### config.mk
export PLATFORM = sky130hd
export DESIGN_NAME = crc32
export DESIGN_NICKNAME = d
export VERILOG_FILES = /design/src/rtl/crc32_pkg.sv /design/src/rtl/crc32_byte_step.sv /design/src/rtl/crc32.sv
export SDC_FILE = /design/constraint.sdc
export NUM_CORES = 1
export LEC_CHECK = 0
export BUFFER_PORTS_ARGS = -buffer_cell sky130_fd_sc_hd__buf_2
export CORE_MARGIN = 2
export CORE_UTILIZATION = 40
export CTS_CLUSTER_DIAMETER = 120
export DETAILED_ROUTE_END_ITERATION = 6
export REMOVE_ABC_BUFFERS = 1
export SYNTH_ARGS = -nofsm -noshare
export SYNTH_HDL_FRONTEND = slang
export SYNTH_SLANG_ARGS = --single-unit
### constraint.sdc
create_clock -name clk -period 4.1 [get_ports clk]
set_input_delay 0.205 -clock clk [delete_from_list [all_inputs] [get_ports clk]]
set_output_delay 0.205 -clock clk [all_outputs]
set_load 0.05 [all_outputs]
### src/rtl/crc32_pkg.sv
// CRC-32 (IEEE 802.3, reflected) constants and the single-byte update function.
// Shared by crc32_byte_step and the crc32 top.
package crc32_pkg;

   localparam logic [31:0] CRC32_POLY_REFL = 32'hEDB88320;
   localparam logic [31:0] CRC32_INIT      = 32'hFFFFFFFF;
   localparam logic [31:0] CRC32_XOR_OUT   = 32'hFFFFFFFF;
   // Raw state left behind after a message plus its own FCS has been fed through.
   localparam logic [31:0] CRC32_RESIDUE   = 32'hDEBB20E3;

   // Advance the CRC state by one byte, bits consumed LSB first.
   function automatic logic [31:0] crc32_step(input logic [31:0] state,
                                              input logic [7:0]  data);
      logic [31:0] s;
      logic        fb;
      s = state;
      for (int i = 0; i < 8; i++) begin
         fb = s[0] ^ data[i];
         s  = (s >> 1) ^ (fb ? CRC32_POLY_REFL : 32'h0000_0000);
      end
      return s;
   endfunction

endpackage

### src/rtl/crc32_byte_step.sv
// Pure combinational one-byte CRC-32 update; thin wrapper around crc32_step.
module crc32_byte_step
   import crc32_pkg::*;
(
   input  logic [31:0] state,
   input  logic [7:0]  data,
   output logic [31:0] next_state
);

   // Eight unrolled shift/XOR iterations of the reflected LFSR.
   assign next_state = crc32_step(state, data);

endmodule

### src/rtl/crc32.sv
// Byte-serial CRC-32 generator (Ethernet FCS), one byte per clock.
// Holds the running state; tx_crc is the state with the output mask applied.
// Optional build macro CRC32_RESIDUE_CHECK_EN adds crc_ok, which flags that the
// bytes fed so far (message followed by its FCS, LSB byte first) check out.
module crc32
   import crc32_pkg::*;
(
   input  logic        clk,
   input  logic        reset,
   input  logic        rx_we,
   input  logic [7:0]  rx_byte,
`ifdef CRC32_RESIDUE_CHECK_EN
   output logic        crc_ok,
`endif
   output logic [31:0] tx_crc
);

   logic [31:0] state;
   logic [31:0] state_next;

   crc32_byte_step u_byte_step (
      .state      (state),
      .data       (rx_byte),
      .next_state (state_next)
   );

   // Running CRC state: reload INIT on reset, advance only on a byte strobe so
   // rx_byte contents are irrelevant while rx_we is low.
   always_ff @(posedge clk or negedge reset) begin
      if (!reset) begin
         state <= CRC32_INIT;
      end else if (rx_we) begin
         state <= state_next;
      end
   end

   // Output is a pure function of the register, no path from the inputs.
   assign tx_crc = state ^ CRC32_XOR_OUT;

`ifdef CRC32_RESIDUE_CHECK_EN
   // INIT differs from the residue, so this reads 0 while in reset.
   assign crc_ok = (state == CRC32_RESIDUE);
`endif

endmodule

==> results_dict.tcl <==
set metrics [dict create \
    status "complete, no violations" \
    cts-htree-levels 2 \
    fmax_mhz 456 \
    setup_viol 0 \
    num_antenna_cells 0 \
    hold_violations 0 \
    yosys.area.top_type_share_pct 40.9 \
    largest_register_ffs 32 \
    cp_max_fo 5 \
    cts_root_buffer "clkbuf_8" \
    syn-instance-count 196 \
    cts_resized 0 \
    cts_hold_buf 0 \
    reg_top3 "state: 32 flops" \
    met1_length_mm 1.95 \
    grt_remaining_overflow 0 \
    clockBufferDepth 2 \
    cp_cell_sequence "xor2_1 -> xnor2_1 -> xnor3_1 -> xnor2_1 -> a21oi_1" \
    clkSlewWorstSetupHoldPaths_ns 0.06 \
    drt-initial-drc-count 48 \
    critPathTopFamily "XOR/XNOR gates" \
    crit_buf_inv 0 \
    wl_met3_um 173 \
    fin_tns_setup_ns 0 \
    vias 1372 \
    grt_pass1_vias 1307 \
    top_register "state" \
    die_y_um 75.7 \
    wl_per_cell_um 13.3 \
    worst_pin_slew_ns 0.941 \
    synth_cell_types 17 \
    grt_max_degree 55 \
    synth_edf_count 0 \
    drive_gt1_share_pct 36.7 \
    drv_cap 0 \
    initial_core_util_pct 40.8 \
    synth_area_mm2 0.00206 \
    dieWidth_um 75.7 \
    grt_pass1_wl_mm 6.48 \
    ios 43 \
    synth_largest_area_cell "dfstp_2" \
    cp_slowest_cell "xnor3_1" \
    ys_seq_area_share_pct 40.9 \
    rsz0062_at_grt "false" \
    syn_to_final_growth_pct 16.7 \
    timing_worst_setup_path_type "reg2reg" \
    fp-row-count 26 \
    numClockSinks 32 \
    finClkSkew_ns 0.00512 \
    postCtsSetupBuffers 0 \
    die-area_mm2 0.00573 \
    drtPass1Iterations 4 \
    synth.avg_cell_area_um2 10.5 \
    cts_tree "built" \
    io_buffer_count 42 \
    clk_latency_ns 0.28 \
    drt_wl_total_mm 4.07 \
    crit_path_frequent_cell "xnor2_1" \
    antenna_left 0 \
    routed-wl-met2_mm 1.90 \
    cp-end-kind "flip-flop" \
    crit_path_start_kind "flip-flop" \
    synthTopCellsByArea "dfstp_2, xnor2_1, inv_1, mux2i_1, o21ai_0" \
    cts_buffers 5 \
    via_per_inst 4.47 \
    slew_headroom_pct 37.3 \
    synthFlopType "dfstp_2" \
    fin_crit_sh_pct 53.5 \
    cp.required_ns 4.31 \
    nets 250 \
    place_congestion 0.738 \
    async_reset_ff_share_pct 100 \
    dp_hpwl_mm 2.84 \
    yosysMostFrequentCell "xnor2_1" \
    top_layer "met4" \
    grt_usage_pct 15.8 \
    finalMaxSlewViolations 0 \
    synthTopCellsByCount "xnor2_1, dfstp_2, inv_1" \
    max_stage_delay_ns 0.55 \
    synth-seq-cells 32 \
    min_period_ns 2.19 \
    antenna_found_initial 0 \
    ys_warn_count 0 \
    hp-class "in2async" \
    core_area_mm2 0.00504 \
    worst_ep_arrival_time_ns 2.40 \
    remaining_drc_errors 0 \
]
layout by cell type (no fill, tap or decap):
| master | n |
|---|---|
| a21oi_1 | 7 |
| clkbuf_8 | 5 |
| mux2i_1 | 10 |
| xnor2_2 | 4 |
| xnor2_1 | 55 |
| nand2_1 | 15 |
| inv_1 | 32 |
| xor3_1 | 1 |
| nor2_1 | 7 |
| xor2_1 | 5 |
| o21ai_0 | 15 |
| xnor2_4 | 1 |
| xnor3_1 | 3 |
| dfstp_2 | 32 |
| buf_2 | 42 |
| xor2_4 | 2 |
| xor2_2 | 1 |
layer usage:
| metal | vias to the layer above | global-route usage [%] |
|---|---|---|
| met1 | 669 | 21.1 |
| met3 | 5 | 4.50 |
| met2 | 30 | 25.0 |
| li1 | 668 | - |
| met5 | - | 0 |
| met4 | 0 | 4.68 |
final timing paths:
| check | startpoint | to | slack (ns) | depth (start not counted) |
|---|---|---|---|---|
| setup / recovery | state[7] | state[26] | 1.91 | 5 |
| hold / removal | reset | state[29] | 0.37 | 1 |
| min in group clk | rx_byte[4] | state[26] | 0.43 | 4 |
| hold reg to reg | state[15] | state[15] | 0.50 | 2 |
| max in group asynchronous | reset | state[23] | 3.69 | 1 |
| setup reg to reg | state[7] | state[26] | 1.91 | 5 |
cells by family after synthesis:
group	Yosys count	synth area share (%)
DFF	32	40.9
muxes	10	4.87
AOI/OAI and AO/OA	22	5.35
buffers and inverters	38	6.93
and+or+nand+nor	22	4.01
xor gates and xnor gates	72	38.0
area by class of cell:
class	instances	area, um2
well taps	70	87.6
repair buffers	42	210
fillers	505	2640
clock buffers	5	68.8
inverters	32	120
multi-input cells	126	1070
flip-flops and latches	32	841
through the flow:
step,hold WS (ns),area (um2),instances,utilization [%],setup WS (ns)
floorplan,0.0572,2030,190,-,2.10
global placement,0.485,2330,302,46.3,1.98
detailed placement,0.490,2330,302,46.3,1.94
CTS,0.406,2400,307,47.6,1.91
global route,0.454,2400,307,47.6,1.82
finish,0.374,2400,307,47.6,1.91
worst reg2reg max path, delay by kind of cell (launching register included):
kind           cells  cell delay, ns
XOR/XNOR           4            1.43
flip-flops         1            0.53
AO/OA/AOI/OAI      1            0.15
Power is left out: the tool's default activity adds up to more than one toggle a clock period on the data nets, which glitch-free logic cannot reach.
